--- src/rtl/age_matrix_scheduler_pkg.sv ---
// Shared types and helpers for the age-matrix issue scheduler.
// Holds the fixed upper bounds and the one-hot to index encoder.
// No logic state lives here.
package age_matrix_scheduler_pkg;

  // Upper bounds supported by the generic helpers below.
  localparam int MAX_ENTRIES     = 64;
  localparam int IDX_MAX_W       = 6;
  localparam int MAX_ALLOC_WIDTH = 4;

  // Row of the age matrix for the default 8-entry bank.
  localparam int DEF_NUM_ENTRIES = 8;
  typedef logic [DEF_NUM_ENTRIES-1:0] age_row_t;

  // Encodes a one-hot (or all-zero) vector; all-zero yields index 0.
  function automatic logic [IDX_MAX_W-1:0] onehot_to_idx(input logic [MAX_ENTRIES-1:0] oh);
    logic [IDX_MAX_W-1:0] idx;
    idx = '0;
    for (int i = 0; i < MAX_ENTRIES; i++) begin
      if (oh[i]) idx = idx | IDX_MAX_W'(i);
    end
    return idx;
  endfunction

endpackage

--- src/rtl/age_matrix_scheduler_if.sv ---
// Allocation / issue bundle between the upstream, the issue stage and the scheduler.
// Latency: wires only.  Backpressure: issue_ready from the issue stage.
// Ports: flush, alloc_valid/alloc_idx, ready_entries, issue_valid/idx/ready,
//        valid_entries, occupancy, alloc_err.
interface age_matrix_scheduler_if #(
  parameter int NUM_ENTRIES = 8,
  parameter int ALLOC_WIDTH = 2
);
  localparam int IDX_W = $clog2(NUM_ENTRIES);
  localparam int OCC_W = $clog2(NUM_ENTRIES + 1);

  logic                         flush;
  logic [ALLOC_WIDTH-1:0]       alloc_valid;
  logic [ALLOC_WIDTH*IDX_W-1:0] alloc_idx;
  logic [NUM_ENTRIES-1:0]       ready_entries;
  logic                         issue_valid;
  logic [IDX_W-1:0]             issue_idx;
  logic                         issue_ready;
  logic [NUM_ENTRIES-1:0]       valid_entries;
  logic [OCC_W-1:0]             occupancy;
  logic                         alloc_err;

  // master: upstream + issue stage side; slave: the scheduler.
  modport master (
    output flush, alloc_valid, alloc_idx, ready_entries, issue_ready,
    input  issue_valid, issue_idx, valid_entries, occupancy, alloc_err
  );

  modport slave (
    input  flush, alloc_valid, alloc_idx, ready_entries, issue_ready,
    output issue_valid, issue_idx, valid_entries, occupancy, alloc_err
  );

endinterface

--- src/rtl/age_matrix_scheduler_age_pick.sv ---
// Oldest-eligible picker over an age matrix (age_i[i][j]=1: i older than j).
// Latency: purely combinational.  Backpressure: none.
// Ports: age_i matrix, elig_i eligible vector -> win_o one-hot winner, any_o.
module age_pick #(
  parameter int N = 8
) (
  input  logic [N-1:0][N-1:0] age_i,
  input  logic [N-1:0]        elig_i,
  output logic [N-1:0]        win_o,
  output logic                any_o
);

  logic [N-1:0] col;

  // Slot i wins when no other eligible slot is older than it.  Rows of
  // freed slots hold stale bits, but they are masked by elig_i.
  always_comb begin
    col   = '0;
    win_o = '0;
    for (int i = 0; i < N; i++) begin
      for (int j = 0; j < N; j++) begin
        col[j] = age_i[j][i];
      end
      win_o[i] = elig_i[i] & ~|(col & elig_i);
    end
  end

  assign any_o = |elig_i;

endmodule

--- src/rtl/age_matrix_scheduler.sv ---
// Age-ordered issue selector for one reservation-station bank.
// Latency: alloc in cycle N is grantable in N+1; grant is combinational, free on accept edge.
// Backpressure: grant held (not freed) while issue_ready=0; flush drops allocs/accept.
// Ports: clk, reset (async, active-high), bus (slave side of age_matrix_scheduler_if).
module age_matrix_scheduler
  import age_matrix_scheduler_pkg::*;
#(
  parameter int NUM_ENTRIES = 8,   // 2 .. MAX_ENTRIES
  parameter int ALLOC_WIDTH = 2    // 1 .. MAX_ALLOC_WIDTH
) (
  input  logic                   clk,
  input  logic                   reset,
  age_matrix_scheduler_if.slave  bus
);

  localparam int IDX_W = $clog2(NUM_ENTRIES);
  localparam int OCC_W = $clog2(NUM_ENTRIES + 1);

  // State
  logic [NUM_ENTRIES-1:0][NUM_ENTRIES-1:0] age_q, age_d;
  logic [NUM_ENTRIES-1:0]                  valid_q, valid_d;
  logic [OCC_W-1:0]                        occ_q, occ_d;
  logic                                    err_q, err_d;

  // Grant path
  logic [NUM_ENTRIES-1:0] elig;
  logic [NUM_ENTRIES-1:0] win_oh;
  logic                   any_elig;
  logic                   accept;
  logic [NUM_ENTRIES-1:0] free_vec;
  logic [NUM_ENTRIES-1:0] surv;

  // Allocation path
  logic [NUM_ENTRIES-1:0] older;
  logic [IDX_W-1:0]       slot;
  logic [OCC_W-1:0]       alloc_cnt;
  logic                   bad_alloc;

  assign elig = valid_q & bus.ready_entries;

  age_pick #(
    .N (NUM_ENTRIES)
  ) u_pick (
    .age_i  (age_q),
    .elig_i (elig),
    .win_o  (win_oh),
    .any_o  (any_elig)
  );

  // A flushed cycle never frees anything on its own; the flush clears all.
  assign accept   = any_elig & bus.issue_ready & ~bus.flush;
  assign free_vec = accept ? win_oh : '0;
  assign surv     = valid_q & ~free_vec;

  // Ports are walked in order; 'older' accumulates every slot that is older
  // than the one being placed: survivors plus slots taken by lower ports.
  // A slot freed by this cycle's accept is not in 'older', so it can be
  // reallocated and becomes the youngest.
  always_comb begin
    age_d     = age_q;
    older     = surv;
    alloc_cnt = '0;
    bad_alloc = 1'b0;
    slot      = '0;
    for (int p = 0; p < ALLOC_WIDTH; p++) begin
      slot = bus.alloc_idx[p*IDX_W +: IDX_W];
      if (bus.alloc_valid[p]) begin
        if ((int'(slot) >= NUM_ENTRIES) || older[slot]) begin
          bad_alloc = 1'b1;
        end else begin
          age_d[slot] = '0;
          // Diagonal stays 0 because older[slot] is 0 here.
          for (int j = 0; j < NUM_ENTRIES; j++) begin
            age_d[j][slot] = older[j];
          end
          older[slot] = 1'b1;
          alloc_cnt   = alloc_cnt + OCC_W'(1);
        end
      end
    end
  end

  always_comb begin
    valid_d = older;
    occ_d   = occ_q + alloc_cnt - OCC_W'(accept);
    err_d   = err_q | bad_alloc;
    if (bus.flush) begin
      valid_d = '0;
      occ_d   = '0;
      err_d   = err_q;
    end
  end

  always_ff @(posedge clk or posedge reset) begin
    if (reset) begin
      age_q   <= '0;
      valid_q <= '0;
      occ_q   <= '0;
      err_q   <= 1'b0;
    end else begin
      // Matrix contents are irrelevant once everything is invalid.
      if (!bus.flush) age_q <= age_d;
      valid_q <= valid_d;
      occ_q   <= occ_d;
      err_q   <= err_d;
    end
  end

  assign bus.issue_valid   = any_elig;
  assign bus.issue_idx     = IDX_W'(onehot_to_idx(MAX_ENTRIES'(win_oh)));
  assign bus.valid_entries = valid_q;
  assign bus.occupancy     = occ_q;
  assign bus.alloc_err     = err_q;

endmodule
--- src/flat_wrapper.sv ---
// flat-port wrapper written by rule: the top's interface ports become plain ports
module age_matrix_scheduler_flat import age_matrix_scheduler_pkg::*;
#(
  parameter int NUM_ENTRIES = 8,                      
  parameter int ALLOC_WIDTH = 2                           
)
  (clk, reset, bus_flush, bus_alloc_valid, bus_alloc_idx, bus_ready_entries, bus_issue_ready, bus_issue_valid, bus_issue_idx, bus_valid_entries, bus_occupancy, bus_alloc_err);
  age_matrix_scheduler_if #(.NUM_ENTRIES(NUM_ENTRIES), .ALLOC_WIDTH(ALLOC_WIDTH)) bus_i ();
  input  logic clk;
  input  logic reset;
  input wire logic [$bits(bus_i.flush)-1:0] bus_flush;
  input wire logic [$bits(bus_i.alloc_valid)-1:0] bus_alloc_valid;
  input wire logic [$bits(bus_i.alloc_idx)-1:0] bus_alloc_idx;
  input wire logic [$bits(bus_i.ready_entries)-1:0] bus_ready_entries;
  input wire logic [$bits(bus_i.issue_ready)-1:0] bus_issue_ready;
  output wire logic [$bits(bus_i.issue_valid)-1:0] bus_issue_valid;
  output wire logic [$bits(bus_i.issue_idx)-1:0] bus_issue_idx;
  output wire logic [$bits(bus_i.valid_entries)-1:0] bus_valid_entries;
  output wire logic [$bits(bus_i.occupancy)-1:0] bus_occupancy;
  output wire logic [$bits(bus_i.alloc_err)-1:0] bus_alloc_err;
  assign bus_i.flush = bus_flush;
  assign bus_i.alloc_valid = bus_alloc_valid;
  assign bus_i.alloc_idx = bus_alloc_idx;
  assign bus_i.ready_entries = bus_ready_entries;
  assign bus_i.issue_ready = bus_issue_ready;
  assign bus_issue_valid = bus_i.issue_valid;
  assign bus_issue_idx = bus_i.issue_idx;
  assign bus_valid_entries = bus_i.valid_entries;
  assign bus_occupancy = bus_i.occupancy;
  assign bus_alloc_err = bus_i.alloc_err;
  age_matrix_scheduler #(.NUM_ENTRIES(NUM_ENTRIES), .ALLOC_WIDTH(ALLOC_WIDTH)) u_core (.clk(clk), .reset(reset), .bus(bus_i));
endmodule
--- config.mk ---
export PLATFORM = sky130hd
export DESIGN_NAME = age_matrix_scheduler_flat
export DESIGN_NICKNAME = d
export VERILOG_FILES = /design/src/rtl/age_matrix_scheduler_pkg.sv /design/src/rtl/age_matrix_scheduler_if.sv /design/src/rtl/age_matrix_scheduler_age_pick.sv /design/src/rtl/age_matrix_scheduler.sv /design/src/flat_wrapper.sv
export SDC_FILE = /design/constraint.sdc
export NUM_CORES = 1
export LEC_CHECK = 0
export ABC_AREA = 1
export CORE_AREA = 5 5 109 111
export DETAILED_ROUTE_END_ITERATION = 16
export DIE_AREA = 0 0 114 116
export DONT_BUFFER_PORTS = 1
export PLACE_DENSITY = 0.75
export SLEW_MARGIN = 20
export SYNTH_ARGS = -nofsm -noshare
export SYNTH_HDL_FRONTEND = slang
export SYNTH_SLANG_ARGS = --single-unit
--- constraint.sdc ---
create_clock -name clk -period 4.65 [get_ports clk]
set_input_delay 0.6975 -clock clk [delete_from_list [all_inputs] [get_ports clk]]
set_output_delay 0.6975 -clock clk [all_outputs]
set_load 0.1 [all_outputs]
After elaboration in Yosys (flattened, before gate mapping):

Cells that the tools add are included.

* bitwise logic cells: 29
* equality and inequality tests: 0
* reductions and logical operators: 19
* magnitude comparators: 4
* add/subtract/negate cells: 3
* mux-type cells: 54
* shifts and indexed selects: 0
* $mul: 0
* div/mod/pow operators: 0

Operators with widths (count)
* 64-bit two-way mux: 4
* 64-bit AND: 2
* 8-bit bitwise mux: 16
* 64-bit inverter: 2
* 8-bit AND: 10
* 8-bit OR reduction: 9
* 8-bit two-way mux: 8
* 8-bit demux with 3-bit select: 2
* 8-bit OR: 2
* 3-bit two-way mux: 4
* 4-bit two-way mux: 3
* 1-bit two-way mux: 11
* 1-bit AND: 10
* 1-bit logical NOT: 8
* 3-bit by 4-bit less-than comparator with 1-bit output (second input constant): 2
* 8-bit inverter: 1
* 1-bit binary-select mux with 3-bit select: 2
* 1-bit demux with 3-bit select: 2
* 3-bit by 1-bit greater-or-equal comparator with 1-bit output (second input constant): 2
* 4-bit adder: 1
* 2-bit two-way mux: 2
* 4-bit by 1-bit subtractor with 4-bit output: 1
* 1-bit by 1-bit adder with 2-bit output (second input constant): 1
* 1-bit logical AND: 2
* other kinds (2): 2

* flip-flop bits (word level): 77
* RAM bits: 0
* output and inout port bits: 17
* latch bits: 0
* ROM bits: 0
* memories kept: 0
* logic and storage cells: 120
* bits of input ports: 20

Longest topological paths before layout:

* depth in word-level cells: 19
* mapped depth: 25
* mapped depth without buffers: 24

By module:

Synthesis repeated with hierarchy kept, for this count alone.

* cell total of the unflattened synthesis: 1236
* area, all modules: 7048.0 µm²

By module, submodules not included
* age_matrix_scheduler: cells each 1063, area each 6333.6 µm², times used 1
* age_pick: cells each 173, area each 714.4 µm², times used 1

Worst setup path after synthesis:

OpenSTA, ideal clock, no wires.

* path type: reg2reg
* from: register u_core.valid_q[2] (netlist: u_core.bus.valid_entries[2])
* to: register u_core.occ_q[3] (netlist: u_core.bus.occupancy[3])
* library setup time: 0.132 ns
* data arrival time: 4.041 ns
* clock period less this slack: 4.173 ns
* setup slack: 0.477 ns
* stages on the path, launching flop included: 24
* cell sequence: dfrtp_1 > buf_2 > nand2_1 > nand2_1 > nor2_1 > nand2_4 > nand2_8 > inv_4 > nand2_1 > nand2_2 > o21ai_1 > nor2_1 > nand2_1 > nor2_2 > buf_4 > ha_1 > nand2_1 > ha_1 > inv_1 > ha_1 > a21o_1 > a21oi_1 > xor2_1 > nor2_1

* elaborated cells between the ends (all ways): 54

RTL lines
* start, declared: RTL line age_matrix_scheduler.sv:21 `logic [NUM_ENTRIES-1:0] valid_q, valid_d;`
* start signal, assigned: RTL line age_matrix_scheduler.sv:103 `valid_q <= valid_d;`
* 8-bit AND *: RTL line age_matrix_scheduler.sv:39 `assign elig = valid_q & bus.ready_entries;`
* 8-bit OR reduction *: RTL line age_matrix_scheduler_age_pick.sv:28 `assign any_o = |elig_i;`
* net bus_issue_valid: RTL line flat_wrapper.sv:16 `output wire logic [$bits(bus_i.issue_valid)-1:0] bus_issue_valid;`
* 1-bit AND * (2 in a row): RTL line age_matrix_scheduler.sv:51 `assign accept = any_elig & bus.issue_ready & ~bus.flush;`
* 8-bit two-way mux: RTL line age_matrix_scheduler.sv:52 `assign free_vec = accept ? win_oh : '0;`
* 8-bit inverter: RTL line age_matrix_scheduler.sv:53 `assign surv = valid_q & ~free_vec;`
* 8-bit AND: RTL line age_matrix_scheduler.sv:53
* 1-bit binary-select mux with 3-bit select: RTL line age_matrix_scheduler.sv:68 `if ((int'(slot) >= NUM_ENTRIES) || older[slot]) begin`
* (+3 left out)
* 1-bit binary-select mux with 3-bit select: RTL line age_matrix_scheduler.sv:68
* 1-bit two-way mux (not written as such): RTL line age_matrix_scheduler.sv:68
* 4-bit two-way mux: RTL line age_matrix_scheduler.sv:68
* 4-bit two-way mux: RTL line age_matrix_scheduler.sv:67 `if (bus.alloc_valid[p]) begin`
* 4-bit adder: RTL line age_matrix_scheduler.sv:85 `occ_d = occ_q + alloc_cnt - OCC_W'(accept);`
* 4-bit by 1-bit subtractor with 4-bit output *: RTL line age_matrix_scheduler.sv:85
* 4-bit two-way mux *: RTL line age_matrix_scheduler.sv:87 `if (bus.flush) begin`
* net u_core.occ_d[3]: RTL line age_matrix_scheduler.sv:22 `logic [OCC_W-1:0] occ_q, occ_d;`
* end signal, assigned: RTL line age_matrix_scheduler.sv:98 `occ_q <= '0;`
* end signal, assigned: RTL line age_matrix_scheduler.sv:104 `occ_q <= occ_d;`
* end, declared: RTL line age_matrix_scheduler.sv:22

The timed path passes the listed nets; every way through them passes the cells marked *. The select of a mux whose other input is x is not followed.
A chain may end at the register's enable or synchronous reset.

Final worst setup path:

* from: register u_core.valid_q[5] (netlist: u_core.bus.valid_entries[5])
* to: register u_core.occ_q[3] (netlist: u_core.bus.occupancy[3])

* word-level cells in the longest chain between the ends: 19
* elaborated cells between the ends (all ways): 54

Ends and longest elaborated chain
* 8-bit AND: RTL line age_matrix_scheduler.sv:39
* 8-bit AND: RTL line age_matrix_scheduler_age_pick.sv:24 `win_o[i] = elig_i[i] & ~|(col & elig_i);`
* 8-bit OR reduction: RTL line age_matrix_scheduler_age_pick.sv:24
* 1-bit logical NOT: RTL line age_matrix_scheduler_age_pick.sv:24
* 1-bit AND: RTL line age_matrix_scheduler_age_pick.sv:24
* 8-bit two-way mux: RTL line age_matrix_scheduler.sv:52
* 8-bit inverter: RTL line age_matrix_scheduler.sv:53
* 8-bit AND: RTL line age_matrix_scheduler.sv:53
* (+4 left out)
* 1-bit binary-select mux with 3-bit select: RTL line age_matrix_scheduler.sv:68
* 1-bit two-way mux (not written as such): RTL line age_matrix_scheduler.sv:68
* 4-bit two-way mux: RTL line age_matrix_scheduler.sv:68
* 4-bit two-way mux: RTL line age_matrix_scheduler.sv:67
* 4-bit adder: RTL line age_matrix_scheduler.sv:85
* 4-bit by 1-bit subtractor with 4-bit output *: RTL line age_matrix_scheduler.sv:85
* 4-bit two-way mux *: RTL line age_matrix_scheduler.sv:87
* net u_core.occ_d[3]: RTL line age_matrix_scheduler.sv:22

Marked as above.

==> results.md <==
- The flow ran to the end, and the final reports show no timing, DRC or antenna violations.
- After detailed routing, the number of remaining DRC violations is 0.
- The sequential cells in the finished layout cover a total of 1930 µm².
- The register-to-register setup slack is 0.74 ns.
- The met1 routing resource usage after global routing is 51.6%.
- The average cell area after synthesis is 6.23 µm².
- The first global-routing pass estimated 37700 µm of wire.
- The final-report setup violation count is 0.
- The layout filler cell count is 1063.
- The largest fanout on the critical path is 17.
- Global routing finished with a remaining overflow of 0.
- For the worst setup path, the data arrival time is 4.19 ns.
- At the later pin of the worst-skew pair, clock insertion delay measures 0.38 ns.
- The number of standard-cell rows in the floorplan is 38.
- For this block, the via count after detailed routing is 7024.
- The type of the tightest min-delay check is in2async.
- The number of antenna violations at the first check in global routing is 0.
- The count of max-cap constraint violations is 0.
- The mapped netlist covers 6350 µm².
- Measured along the y axis, the die boundary spans 116 µm.
- Clock tree synthesis inserted a total of 9 buffers.
- The via count of the first global-routing pass is 6651.
- Final hold analysis gives a worst-case slack of 0.194 ns.
- TritonCTS built the clock tree.
- The number of clock sinks is 77.
- Setup total negative slack on the finished layout was measured at 0 ns.
- The number of hold-repair buffers added at the cts stage is 0.
- Cells fill 61.9% of the core in the end.
- The most numerous cell type found on the critical path is sky130_fd_sc_hd__nand2_1.
- Clock-pin slew was measured on the worst setup and hold paths at 0.08 ns.
- After synthesis, flip-flops and latches occupy 30.3% of the total area.
- The final wirelength is 23800 µm.
- Setup repair after global routing left no endpoint under its margin.
- The worst setup path category is reg2reg.
- The clock tree buffer depth is 2.
- The post-CTS setup-driven buffer insertion count is 0.
- The total count of max-transition violations in the final report is 0.
- The worst setup path is launched from a register.
- The clock period minus final worst setup slack is 3.91 ns.
- For this design the ratio of total power to cell area is 343 nW/µm².
- The reported leakage power is 3.24 nW.
- At the pin with the least slew margin, the transition time is 0.938 ns.
- During synthesis, Yosys emitted a total of 0 warnings.
- The die area is 13200 µm².
- The routing usage on met2 is 54.1%.
- For the worst setup path, the data required time is 4.93 ns.
- The startpoint identified for the worst register-to-register timing path is u_core.bus.valid_entries[5].
- The biggest cell delay along the critical path is 0.65 ns.
- The core area is 10700 µm².
- The antenna cell count is 0.
- The cell type of the slowest stage on the worst timing path is sky130_fd_sc_hd__dfrtp_1.
- The number of gates resized after CTS was 0.
- The average wire per standard cell is 20.9 µm.
- The half-perimeter wire length of the detailed placement result is 16900 µm.
- Once the floorplan was initialized, standard cells occupied 59.4% of the core.
- Across the VDD grid, the largest voltage drop is 0.000381 V.
- During placement, the flow inserted port buffers numbering 0.
- The largest clock skew in the final design is 0.00814 ns.
- CTS placed an instance of sky130_fd_sc_hd__clkbuf_8 at the clock tree root.
- The endpoint of the worst-slack reg-to-reg timing path is u_core.bus.occupancy[3].
- The first detailed-routing pass took 6 iterations.
- The final count of hold timing violations is 0.
- The signal on the critical path passes through nand2_1 > nand2_1 > nor2_1 > nand2_4 > nand2_8 > inv_4 > nand2_2 > nand2_2 > o21ai_1 > nand2_1 > nand2_2 > nor2_8 > nand2_4 > inv_1 > ha_1 > nand2_1 > ha_1 > inv_1 > ha_1 > a21o_1 > a21oi_1 > xor2_1 > nor2_1.
- 37 I/O pins were placed.
- The post-route fraction of the period consumed by the critical path is 84.1%.
- The multi-input combinational cells in the finished layout cover a total of 3830 µm².
- The number of nets still failing antenna checks after routing is 0.
- In the final layout, the share of cells above drive strength 1 is 7.60%.
- The H-tree level count is 3.
- The net count of the finished layout is 1022.
- Timing would allow up to 256 MHz.
- Synthesis inferred 77 register bits.
- Measured in cells, the most critical reg-to-reg path has a length of 23.
- After global routing, the most crowded layer is met2.
- The cell count after synthesis came out at 1019.
- In this run, distinct cell masters in the synthesized netlist total 36.
- The first routing iteration left 1095 violations.
- The routability congestion estimate from global placement is 1.01.
- Entering global routing, the biggest net connects 67 pins.
- Global routing consumed, on the met3 layer, 11.0% of the routing resources.
- Measured against its own limit, the worst slew margin works out to 37.4%.
- From left edge to right edge, the die measures 114 µm.
- The capturing element type of the critical path is a register.
- Global routing used 37.4% of the available tracks.
- The synthesis-to-finish area growth is 4.26%.
- After detailed routing, the number of vias per cell comes to 6.16.
- When the netlist entered floorplanning its net count stood at 1046.
Yosys cell counts (all sizes together):
| library cell | count | area [µm²] |
|---|---|---|
| o2111ai | 7 | 61.3 |
| ha | 6 | 75.1 |
| a22oi | 1 | 7.51 |
| fa | 1 | 20.0 |
| a21o | 1 | 7.51 |
| nand2 | 267 | 1050 |
| clkbuf | 28 | 105 |
| buf | 28 | 184 |
| a31oi | 28 | 175 |
| nand4 | 21 | 216 |
| inv | 81 | 307 |
| o21ai | 71 | 419 |
| xor2 | 1 | 8.76 |
| nand3 | 112 | 576 |
| xnor2 | 2 | 17.5 |
| nor2 | 238 | 946 |
| o21a | 1 | 7.51 |
| o21bai | 1 | 7.51 |
| a21oi | 47 | 235 |
| dfrtp | 77 | 1930 |
flip-flops by register name, summed over array words and instances (netlist names):
| signal | flops |
|---|---|
| u_core.bus.valid_entries | 8 |
| u_core.age_q | 64 |
| u_core.bus.occupancy | 4 |
| u_core.bus.alloc_err | 1 |
routing by layer:
layer / share of wire (%) / routed length (µm)
met5: 0 / 0
met4: 4.4 / 1040
met3: 14 / 3330
met2: 42 / 9900
met1: 40 / 9570
power breakdown:
part	internal (W)	switching, W
Clock	0.000330	0.000276
Combinational	0.000215	0.000446
Sequential	0.000767	0.000232
worst max path at each step:
stage               cells past startpoint                         from                       to
finish                                 23  u_core.bus.valid_entries[5]  u_core.bus.occupancy[3]
floorplan                              23  u_core.bus.valid_entries[2]  u_core.bus.occupancy[3]
detailed placement                     21              bus_issue_ready  u_core.bus.occupancy[3]
CTS                                    23  u_core.bus.valid_entries[5]  u_core.bus.occupancy[3]
global placement                       21              bus_issue_ready  u_core.bus.occupancy[3]
global route                           23  u_core.bus.valid_entries[3]  u_core.bus.occupancy[3]
placed cells by master, fill, tap and decap left out, drive strengths merged:
cell type,netlist,routed
a21o,1,1
o2111ai,7,7
clkinv,0,3
clkbuf,28,12
a21oi,47,47
o21bai,1,1
a31oi,28,28
xor2,1,1
o21ai,71,71
ha,6,6
inv,81,80
nand3,112,112
fa,1,1
nand4,21,21
a22oi,1,1
nor2,238,238
xnor2,2,2
bufinv,0,2
nand2,267,267
o21a,1,1
buf,28,21
dfrtp,77,77
metrics by stage:
step,cells,setup WS (ns),instance area [µm²],power (W)
5_1_grt,1140,0.485,6620,0.00238
3_3_place_gp,1124,0.653,6400,0.00165
3_5_place_dp,1124,0.645,6400,0.00165
2_1_floorplan,1019,0.477,6350,0.00149
6_report,1140,0.739,6620,0.00227
4_1_cts,1140,0.799,6620,0.00225
final cells by class:
type,count,area share [%]
Sequential cell,77,29.1
Clock inverter,4,1.06
Timing Repair Buffer,21,2.38
Clock buffer,12,2.34
Tap cell,140,2.65
Multi-Input combinational cell,805,57.8
Inverter,81,4.65
critical path: cells and delay by family, from the launching register on:
kind / cells / cell delay [ns]
AOI/OAI and AO/OA: 3 / 0.50
xor gates and xnor gates: 1 / 0.15
adders and majority gates: 3 / 0.70
buffers and inverters: 3 / 0.29
DFF: 1 / 0.65
and+or+nand+nor: 13 / 1.51
cells by family (layout without fill, tap and decap cells):
logic type | Yosys count | count (layout) | share of synthesized area [%]
adder cells (fa/ha/maj) | 7 | 7 | 1.50
flip-flops | 77 | 77 | 30.3
XOR/XNOR | 3 | 3 | 0.414
AND/OR/NAND/NOR | 638 | 638 | 43.9
buffers and inverters | 137 | 118 | 9.38
AO/OA/AOI/OAI | 157 | 157 | 14.5
Note: power is estimated with default switching activity, not from simulation.
